**src/rtl/rotation_scheduler.sv**
```systemverilog
// rotation_scheduler
//   Launches and supervises steering moves for NUM_MOTORS angle_to_pwm instances.
//   Each motor has its own IDLE/PEND/ACTIVE/FAULT FSM. A round-robin arbiter grants
//   at most one PEND motor per cycle, and only while fewer than MAX_ACTIVE motors
//   are ACTIVE. Failed or timed-out moves are relaunched up to MAX_RETRY times, then
//   the motor latches FAULT until fault_clear.
//
// Ports
//   clock, reset_n  main clock, async active-low reset
//   cmd_valid       per-motor new-move pulse; cmd_angle holds 12-bit angles packed by motor
//   timeout_cycles  move time limit in clocks (0 disables the timeout)
//   fault_clear     per-motor FAULT clear pulse
//   angle_done      per-motor completion level (rising edge = done)
//   startup_fail    per-motor stall indication
//   target_angle    latched target per motor (held stable while ACTIVE)
//   angle_update    registered 1-cycle launch pulse
//   abort_angle     1-cycle abort pulse, high in the cycle the fail/timeout is detected
//   move_done       1-cycle completion pulse, high in the cycle the done edge is seen
//   busy / fault    motor in PEND|ACTIVE / motor in FAULT
module rotation_scheduler #(
   parameter int NUM_MOTORS = 4,
   parameter int MAX_ACTIVE = 2,
   parameter int MAX_RETRY  = 2,
   parameter int TIMEOUT_W  = 24
) (
   input  logic                     clock,
   input  logic                     reset_n,
   input  logic [NUM_MOTORS-1:0]    cmd_valid,
   input  logic [12*NUM_MOTORS-1:0] cmd_angle,
   input  logic [TIMEOUT_W-1:0]     timeout_cycles,
   input  logic [NUM_MOTORS-1:0]    fault_clear,
   input  logic [NUM_MOTORS-1:0]    angle_done,
   input  logic [NUM_MOTORS-1:0]    startup_fail,
   output logic [12*NUM_MOTORS-1:0] target_angle,
   output logic [NUM_MOTORS-1:0]    angle_update,
   output logic [NUM_MOTORS-1:0]    abort_angle,
   output logic [NUM_MOTORS-1:0]    busy,
   output logic [NUM_MOTORS-1:0]    fault,
   output logic [NUM_MOTORS-1:0]    move_done
);

   localparam int         PW          = (NUM_MOTORS > 1) ? $clog2(NUM_MOTORS) : 1;
   localparam logic [1:0] MAX_RETRY_L = 2'(MAX_RETRY);

   typedef enum logic [1:0] {S_IDLE, S_PEND, S_ACTIVE, S_FAULT} state_t;

   logic [NUM_MOTORS-1:0] is_act, is_pend, grant;
   logic [PW-1:0]         rr_q, grant_idx, arb_idx;
   logic                  found;
   int                    active_cnt;

   // Arbiter: slots are counted from registered state, so a motor leaving ACTIVE
   // this cycle still occupies its slot until the next cycle.
   always_comb begin
      active_cnt = 0;
      grant      = '0;
      grant_idx  = rr_q;
      arb_idx    = rr_q;
      found      = 1'b0;
      for (int k = 0; k < NUM_MOTORS; k++)
         if (is_act[k]) active_cnt = active_cnt + 1;
      if (active_cnt < MAX_ACTIVE) begin
         for (int k = 0; k < NUM_MOTORS; k++) begin
            arb_idx = PW'((int'(rr_q) + k) % NUM_MOTORS);
            if (!found && is_pend[arb_idx]) begin
               grant[arb_idx] = 1'b1;
               grant_idx      = arb_idx;
               found          = 1'b1;
            end
         end
      end
   end

   always_ff @(posedge clock or negedge reset_n) begin
      if (!reset_n)   rr_q <= '0;
      else if (found) rr_q <= PW'((int'(grant_idx) + 1) % NUM_MOTORS);
   end

   for (genvar i = 0; i < NUM_MOTORS; i++) begin : g_motor
      state_t               st_q, st_d;
      logic [11:0]          tgt_q, tgt_d, shd_q, shd_d, cmd_i, shd_eff;
      logic                 shv_q, shv_d, shv_eff, done_prev_q, rise, tmo;
      logic                 upd_q, upd_d, abort_c, done_c;
      logic [1:0]           rty_q, rty_d;
      logic [TIMEOUT_W-1:0] tmr_q, tmr_d;

      assign cmd_i   = cmd_angle[12*i +: 12];
      assign rise    = angle_done[i] & ~done_prev_q;
      assign tmo     = (timeout_cycles != '0) && (tmr_q == timeout_cycles);
      // A command arriving in the completion cycle is the newest, so it wins.
      assign shd_eff = cmd_valid[i] ? cmd_i : shd_q;
      assign shv_eff = shv_q | cmd_valid[i];

      assign is_act[i]                 = (st_q == S_ACTIVE);
      assign is_pend[i]                = (st_q == S_PEND);
      assign busy[i]                   = is_act[i] | is_pend[i];
      assign fault[i]                  = (st_q == S_FAULT);
      assign target_angle[12*i +: 12]  = tgt_q;
      assign angle_update[i]           = upd_q;
      assign abort_angle[i]            = abort_c;
      assign move_done[i]              = done_c;

      always_comb begin
         st_d    = st_q;
         tgt_d   = tgt_q;
         shd_d   = shd_q;
         shv_d   = shv_q;
         rty_d   = rty_q;
         tmr_d   = tmr_q;
         upd_d   = 1'b0;
         abort_c = 1'b0;
         done_c  = 1'b0;
         case (st_q)
            S_IDLE: if (cmd_valid[i]) begin
               tgt_d = cmd_i;
               rty_d = '0;
               st_d  = S_PEND;
            end
            S_PEND: begin
               if (cmd_valid[i]) tgt_d = cmd_i;
               if (grant[i]) begin
                  st_d  = S_ACTIVE;
                  tmr_d = '0;
                  upd_d = 1'b1;
               end
            end
            S_ACTIVE: begin
               if (tmr_q != '1) tmr_d = tmr_q + 1'b1;
               // Target stays frozen mid-move; new commands wait in the shadow.
               if (cmd_valid[i]) begin
                  shd_d = cmd_i;
                  shv_d = 1'b1;
               end
               if (rise) begin
                  done_c = 1'b1;
                  if (shv_eff) begin
                     tgt_d = shd_eff;
                     shv_d = 1'b0;
                     rty_d = '0;
                     st_d  = S_PEND;
                  end else begin
                     st_d  = S_IDLE;
                  end
               end else if (startup_fail[i] || tmo) begin
                  abort_c = 1'b1;
                  if (rty_q < MAX_RETRY_L) begin
                     rty_d = rty_q + 2'd1;
                     st_d  = S_PEND;
                  end else begin
                     st_d  = S_FAULT;
                  end
               end
            end
            S_FAULT: if (fault_clear[i]) begin
               rty_d = '0;
               shv_d = 1'b0;
               if (cmd_valid[i]) begin
                  tgt_d = cmd_i;
                  st_d  = S_PEND;
               end else begin
                  st_d  = S_IDLE;
               end
            end
            default: st_d = S_IDLE;
         endcase
      end

      always_ff @(posedge clock or negedge reset_n) begin
         if (!reset_n) begin
            st_q        <= S_IDLE;
            tgt_q       <= '0;
            shd_q       <= '0;
            shv_q       <= 1'b0;
            rty_q       <= '0;
            tmr_q       <= '0;
            upd_q       <= 1'b0;
            done_prev_q <= 1'b0;
         end else begin
            st_q        <= st_d;
            tgt_q       <= tgt_d;
            shd_q       <= shd_d;
            shv_q       <= shv_d;
            rty_q       <= rty_d;
            tmr_q       <= tmr_d;
            upd_q       <= upd_d;
            done_prev_q <= angle_done[i];
         end
      end
   end

endmodule

```
**config.mk**
```make
export PLATFORM = sky130hd
export DESIGN_NAME = rotation_scheduler
export DESIGN_NICKNAME = d
export VERILOG_FILES = /design/src/rtl/rotation_scheduler.sv
export SDC_FILE = /design/constraint.sdc
export NUM_CORES = 1
export LEC_CHECK = 0
export ABC_CLOCK_PERIOD_IN_PS = 9300
export CORE_UTILIZATION = 54
export DETAILED_ROUTE_END_ITERATION = 7
export HOLD_SLACK_MARGIN = 0.06
export PLACE_DENSITY = 0.77
export SYNTH_ARGS = -nofsm -noshare
export SYNTH_HDL_FRONTEND = slang
export SYNTH_SLANG_ARGS = --single-unit
```
**constraint.sdc**
```tcl
create_clock -name clock -period 9.3 [get_ports clock]
set_clock_uncertainty 0.1 [all_clocks]
set_input_delay 2.325 -clock clock [delete_from_list [all_inputs] [get_ports clock]]
set_output_delay 2.325 -clock clock [all_outputs]
set_load 0.02 [all_outputs]
```
==> run_results.csv, run 1 <==
group,metric,value,unit
routing,via_per_inst,6.08,
critical_path,critical_path_buf_inv_count,2,
worst_hold_path,hold_path.startpoint,"g_motor[0].shd_q[0]",
run_status,outcome,"finished, final reports clean",
cells_and_area,multi_input_area,7420,um^2
routing,vias,11400,
critical_path,rr_worst_depth,8,
cells_and_area,drive_above_1_share,0.0893,
timing,worst_pin_slew,1.06,ns
logic_synthesis,synthCells,1455,
power,ir_drop,219,uV
logic_synthesis,synthArstFlopShare,1.00,
cts,cts_root_buf,"clkbuf_16",
flow_run,cap_violations,0,
cells_and_area,final_common_cell,"dfrtp_1",
cts,post-cts-setup-buffers,0,
logic_synthesis,yosys_warnings,0,
worst_hold_path,whs_path_depth,1,
cts,ctsLongestPathBuffers,3,
logic_synthesis,synth_edf_count,0,
global_routing,grt_overflow_total,0,
cts,hold_buffers,0,
critical_path,crit_path_max_fanout,5,
critical_path,crit_path_max_incr_delay,0.62,ns
timing,tns,0,ns
cts,clock_latency,0.53,ns
cells_and_area,mostFrequentLayoutCells,"dfrtp_1, clkdlybuf4s50_1, nor2_1",
floorplan,die_w,161,um
logic_synthesis,syn_area,13600,um^2
logic_synthesis,synth_flop_cell,"dfrtp_1",
worst_hold_path,holdPathEnd,"g_motor[0].shd_q[0]",
timing,fmax,0.136,GHz
cts,clk_pin_slew_worst_paths,0.06,ns
placement,port_buffers,157,
cells_and_area,nets,1666,
floorplan,die_area,25900,um^2
global_routing,antenna_found_initial,1,
cts,cts_made_buffers,26,
routing,dr.pass1.iters,5,
critical_path,crit_arrival,4.92,ns
logic_synthesis,synth-seq-area-share,0.407,
routing,routed_wl,36.5,mm
global_routing,grt_use_total,0.283,
cells_and_area,num-fill-cells,2024,
power,total_power,0.00482,W
logic_synthesis,synth.distinct_cells,85,
critical_path,cp_slowest_cell,"clkdlybuf4s50_1",
critical_path,worstPathCellList,"clkdlybuf4s50_1, nor4_1, and4_1, nand3_1, a41o_1, and2_1, clkdlybuf4s50_1",
critical_path,crit_type,"input port to output port",
critical_path,startpoint_type,"input port",
cts,cts_tree,"yes",
power,leakage,6.78,nW
routing,avgRoutedWirePerCell,19.4,um
floorplan,core_area,24500,um^2
timing,maxSlewViolCount,0,
floorplan,rows,57,
critical_path,r2r-start,"rr_q[0]",
placement,gp_congestion,0.937,
floorplan,initial_core_util,0.556,
timing,min_period,7.35,ns
global_routing,grt_max_degree,78,
timing,relSlewSlack,0.283,
placement,dp_hpwl,25.7,mm
routing,ant_nets,0,
global_routing,grt_pass1_wl,59.4,mm
critical_path,path_depth,7,
floorplan,num_io_pins,158,
timing,finalSetupViolCount,0,
critical_path,reg2reg_slack,4.78,ns
logic_synthesis,synth_nets,1584,
critical_path,r2r_end,"g_motor[0].tmr_q[22]",
critical_path,cp_top_family,"buffers and inverters",
cts,ctsResizeCount,0,
timing,hold_viol,0,
cts,htreeDepth,1,
cells_and_area,regArea,5560,um^2
critical_path,worstPathRequired,6.88,ns
power,cellPowerDensity,300,nW/um^2
critical_path,crit_path_end_kind,"output port",
global_routing,grt_pass1_vias,11200,
cts,cts_num_sinks,222,
routing,drtIter0Drc,1017,
critical_path,cpMostUsedCell,"clkdlybuf4s50_1",
cells_and_area,syn2layout_area_growth,17.8,%
timing,rsz0062_at_grt,"false",
floorplan,die_h,161,um
logic_synthesis,ys_seq_elements,222,
logic_synthesis,syn_avg_cell_area,9.38,um^2
worst_hold_path,hold_class,"flop to flop",
routing,remaining_drc_errors,0,
timing,fin_crit_sh,0.790,
-- cell families after synthesis --
family	after synthesis	share of synthesized area
simple gates	527	0.199
compound gates	272	0.134
flops	222	0.407
buf+inv	154	0.0506
xor+xnor	131	0.0841
mux	110	0.0901
fa+ha+maj	39	0.0358
-- cell usage after synthesis, drive strengths merged, types with 15 or more instances --
cell / n / area (um^2)
nor3: 29 / 150
nor4: 37 / 244
clkbuf: 69 / 260
xor2: 35 / 307
nor2: 133 / 499
and2: 15 / 93.8
ha: 39 / 488
a21oi: 91 / 455
nand2: 108 / 413
dfrtp: 222 / 5560
xnor2: 96 / 841
and3: 24 / 150
a31oi: 15 / 93.8
nand4: 49 / 307
inv: 39 / 146
mux2i: 53 / 531
o21ai: 57 / 297
nand3: 58 / 290
mux2: 52 / 586
buf: 45 / 280
or3: 16 / 100
-- per-stage QoR --
step	util	instances	cell area (um^2)	hold WS, ns	setup WS, ns
final	0.655	1882	16100	0.401	1.95
after global routing	0.655	1882	16100	0.411	1.90
after CTS	0.655	1881	16100	0.401	1.94
after detailed placement	0.619	1833	15200	0.389	1.95
after global placement	0.619	1833	15200	0.379	2.01
after floorplan	-	1455	13600	0.348	3.24
-- registers in the layout, indices dropped and copies added (netlist names) --
register / cells
g_motor.rty_q: 8
g_motor.tmr_q: 96
g_motor.shv_q: 4
g_motor.tgt_q: 48
g_motor.shd_q: 48
g_motor.st_q: 8
rr_q: 2
g_motor.upd_q: 4
g_motor.done_prev_q: 4
-- layout make-up --
cell class,count,area share
well taps,324,0.0252
repair buffers,168,0.103
clock buffers,37,0.0455
flip-flops and latches,222,0.346
clock inverters,11,0.00926
diodes,1,0.000156
multi-input cells,1079,0.462
inverters,40,0.00934
-- routing by layer --
metal  vias to the layer above  global-route usage  part of all wire
met1                      5608               0.374              0.43
met5                         -                   0                 0
met4                         0              0.0909             0.031
met2                       370               0.471              0.47
li1                       5368                   -                 -
met3                        88              0.0509             0.062
-- how the worst max path moves through the flow --
stage	from	to	slack, ns
6_report	timeout_cycles[13]	abort_angle[3]	1.95
5_1_grt	timeout_cycles[17]	abort_angle[3]	1.90
4_1_cts	timeout_cycles[13]	abort_angle[3]	1.94
3_5_place_dp	timeout_cycles[13]	abort_angle[3]	1.95
3_3_place_gp	timeout_cycles[17]	abort_angle[3]	2.01
2_1_floorplan	timeout_cycles[18]	abort_angle[3]	3.24
-- power by group --
part           leakage, nW  total [W]  internal (W)  switching, W
clock network        0.435    0.00105      0.000633      0.000413
registers             2.82    0.00144       0.00124      0.000201
logic                 3.52    0.00233      0.000921       0.00141
No activity file was read; power rests on OpenSTA's default activity.
==> run 2: changes to the inputs <==
==> config.mk (replaced) <==
export PLATFORM = sky130hd
export DESIGN_NAME = rotation_scheduler
export DESIGN_NICKNAME = d
export VERILOG_FILES = /design/src/rtl/rotation_scheduler.sv
export SDC_FILE = /design/constraint.sdc
export NUM_CORES = 1
export LEC_CHECK = 0
export ABC_CLOCK_PERIOD_IN_PS = 6700
export CORE_UTILIZATION = 52
export DETAILED_ROUTE_END_ITERATION = 7
export HOLD_SLACK_MARGIN = 0.06
export PLACE_DENSITY = 0.78
export SYNTH_ARGS = -nofsm -noshare
export SYNTH_HDL_FRONTEND = slang
export SYNTH_SLANG_ARGS = --single-unit
==> constraint.sdc (replaced) <==
create_clock -name clock -period 6.7 [get_ports clock]
set_clock_uncertainty 0.1 [all_clocks]
set_input_delay 1.675 -clock clock [delete_from_list [all_inputs] [get_ports clock]]
set_output_delay 1.675 -clock clock [all_outputs]
set_load 0.02 [all_outputs]
==> run_results.csv, run 2 (synthesized netlist as in run 1, its figures left out) <==
group,metric,value,unit
floorplan,initial_core_util,0.536,
timing,worst_pin_slew,1.06,ns
routing,ant_nets,0,
cts,cts_num_sinks,222,
floorplan,num_io_pins,158,
cells_and_area,largest_register,"g_motor.tmr_q",
cells_and_area,nets,1665,
cells_and_area,largest_reg_flops,96,
timing,min_period,6.07,ns
global_routing,grt_max_degree,127,
critical_path,worstPathRequired,4.93,ns
power,swShare,0.422,
timing,rsz0062_at_grt,"false",
routing,remaining_drc_errors,0,
critical_path,crit_arrival,4.29,ns
placement,dp_worst_setup_slack,0.668,ns
global_routing,grt_use_total,0.273,
cells_and_area,syn2layout_area_growth,17.8,%
cells_and_area,final_cells,1884,
power,pwr-share-seq,0.300,
global_routing,grt_overflow_total,0,
cts,cts_root_buf,"clkbuf_16",
cells_and_area,n_antenna_cell,0,
cts,ctsResizeCount,0,
timing,tns,0,ns
cts,clk_pin_slew_worst_paths,0.06,ns
global_routing,grt_pass1_wl,58.2,mm
run_status,outcome,"finished, final reports clean",
flow_run,cap_violations,0,
critical_path,critical_path_buf_inv_count,2,
power,comb_power_share,0.485,
placement,port_buffers,157,
power,leakage,6.77,nW
floorplan,core_area,25500,um^2
cells_and_area,regArea,5560,um^2
cells_and_area,multi_input_area,7420,um^2
cts,ctsLongestPathBuffers,3,
power,ir_drop,304,uV
critical_path,cp_slowest_cell,"clkdlybuf4s50_1",
cells_and_area,final_common_cell,"dfrtp_1",
floorplan,die_w,164,um
cts,clock_latency,0.54,ns
routing,dr.pass1.iters,7,
cells_and_area,drive_above_1_share,0.0875,
critical_path,worstPathCellList,"clkdlybuf4s50_1, xnor2_1, nand4_1, nor4_1, a41o_1, nor2b_1, clkdlybuf4s50_1",
routing,avgRoutedWirePerCell,19.4,um
power,cellPowerDensity,417,nW/um^2
timing,relSlewSlack,0.283,
critical_path,crit_path_end_kind,"output port",
critical_path,crit_path_max_incr_delay,0.71,ns
cts,htreeDepth,1,
critical_path,startpoint_type,"input port",
critical_path,cpMostUsedCell,"clkdlybuf4s50_1",
timing,hold_viol,0,
critical_path,crit_path_max_fanout,5,
cts,cts_made_buffers,26,
power,clkPwrFrac,0.215,
floorplan,rows,58,
cells_and_area,num-fill-cells,2083,
timing,setup_ws,0.633,ns
critical_path,cp_top_family,"buffers and inverters",
routing,drtIter0Drc,1099,
floorplan,die_h,164,um
cts,cts_tree,"yes",
power,power.switching,0.00282,W
cts,post-cts-setup-buffers,0,
floorplan,die_area,26900,um^2
power,p_int,0.00387,W
routing,via_per_inst,6.08,
timing,fin_crit_sh,0.906,
cells_and_area,biggestRegsByFlops,"g_motor.tmr_q: 96 flops, g_motor.shd_q: 48 flops, g_motor.tgt_q: 48 flops",
global_routing,antenna_found_initial,0,
placement,dp_hpwl,25.8,mm
cells_and_area,mostFrequentLayoutCells,"dfrtp_1, clkdlybuf4s50_1, nor2_1",
critical_path,crit_type,"input port to output port",
routing,vias,11500,
global_routing,grt_pass1_vias,11100,
timing,finalSetupViolCount,0,
timing,maxSlewViolCount,0,
placement,gp_congestion,0.937,
placement,dpl.cell_count,1838,
worst_hold_path,hold_class,"flop to flop",
timing,fmax,0.165,GHz
cts,hold_buffers,0,
routing,routed_wl,36.6,mm
-- run 2: cell types whose count changed in the layout (fill, tap and decap cells not counted), sizes merged --
| cell | before | now |
|---|---|---|
| buf | 12 | 11 |
| clkbuf | 37 | 40 |
| diode | 1 | 0 |
| bufinv | 3 | 2 |
| clkinv | 9 | 5 |
-- run 2: final cells by class --
cell class	count	share of cell area
clock buffers	40	0.0481
clock inverters	6	0.00592
inverters	40	0.00934
multi-input cells	1079	0.462
flip-flops and latches	222	0.346
well taps	330	0.0257
repair buffers	167	0.104
-- run 2: final timing paths --
kind | from | endpoint | slack, ns | depth (start not counted)
max in group asynchronous | reset_n | g_motor[3].tgt_q[8] | 4.32 | 2
min | g_motor[2].rty_q[0] | g_motor[2].rty_q[0] | 0.40 | 1
max | timeout_cycles[14] | abort_angle[1] | 0.63 | 7
min in group asynchronous | reset_n | g_motor[0].tmr_q[14] | 1.01 | 1
min reg2reg | g_motor[2].rty_q[0] | g_motor[2].rty_q[0] | 0.40 | 1
max reg2reg | rr_q[0] | g_motor[0].tmr_q[18] | 2.10 | 8
-- run 2: power groups by stage --
stage / registers [W] / clock network [W] / logic [W]
2_1_floorplan: 0.00211 / 0 / 0.00217
3_3_place_gp: 0.00200 / 0 / 0.00314
3_5_place_dp: 0.00202 / 0 / 0.00321
4_1_cts: 0.00201 / 0.00146 / 0.00323
5_1_grt: 0.00206 / 0.00152 / 0.00351
6_report: 0.00201 / 0.00144 / 0.00325
-- run 2: routing by layer --
| metal | global-route usage | vias to the layer above | part of all wire | wire, um |
|---|---|---|---|---|
| li1 | - | 5369 | - | - |
| met1 | 0.360 | 5581 | 0.42 | 15400 |
| met2 | 0.455 | 428 | 0.48 | 17400 |
| met3 | 0.0462 | 80 | 0.072 | 2630 |
| met4 | 0.0939 | 0 | 0.032 | 1180 |
| met5 | 0 | - | 0 | 0 |
-- run 2: worst register-to-register path, stage by stage (launching register included) --
cell      delay (ns)
dfrtp_1         0.89
inv_2           0.28
ha_1            0.61
or3b_2          0.48
a21oi_1         0.23
o31ai_1         0.20
a311oi_4        0.72
o21ai_2         0.50
a221o_1         0.48
-- run 2: per-stage QoR --
stage / total power, W / cell area (um^2) / utilization / hold slack [ns]
global route: 0.00708 / 16100 / 0.631 / 0.414
finish: 0.00670 / 16100 / 0.631 / 0.397
global placement: 0.00515 / 15200 / 0.597 / 0.381
CTS: 0.00670 / 16100 / 0.631 / 0.400
detailed placement: 0.00523 / 15200 / 0.597 / 0.387
floorplan: 0.00427 / 13600 / - / 0.348
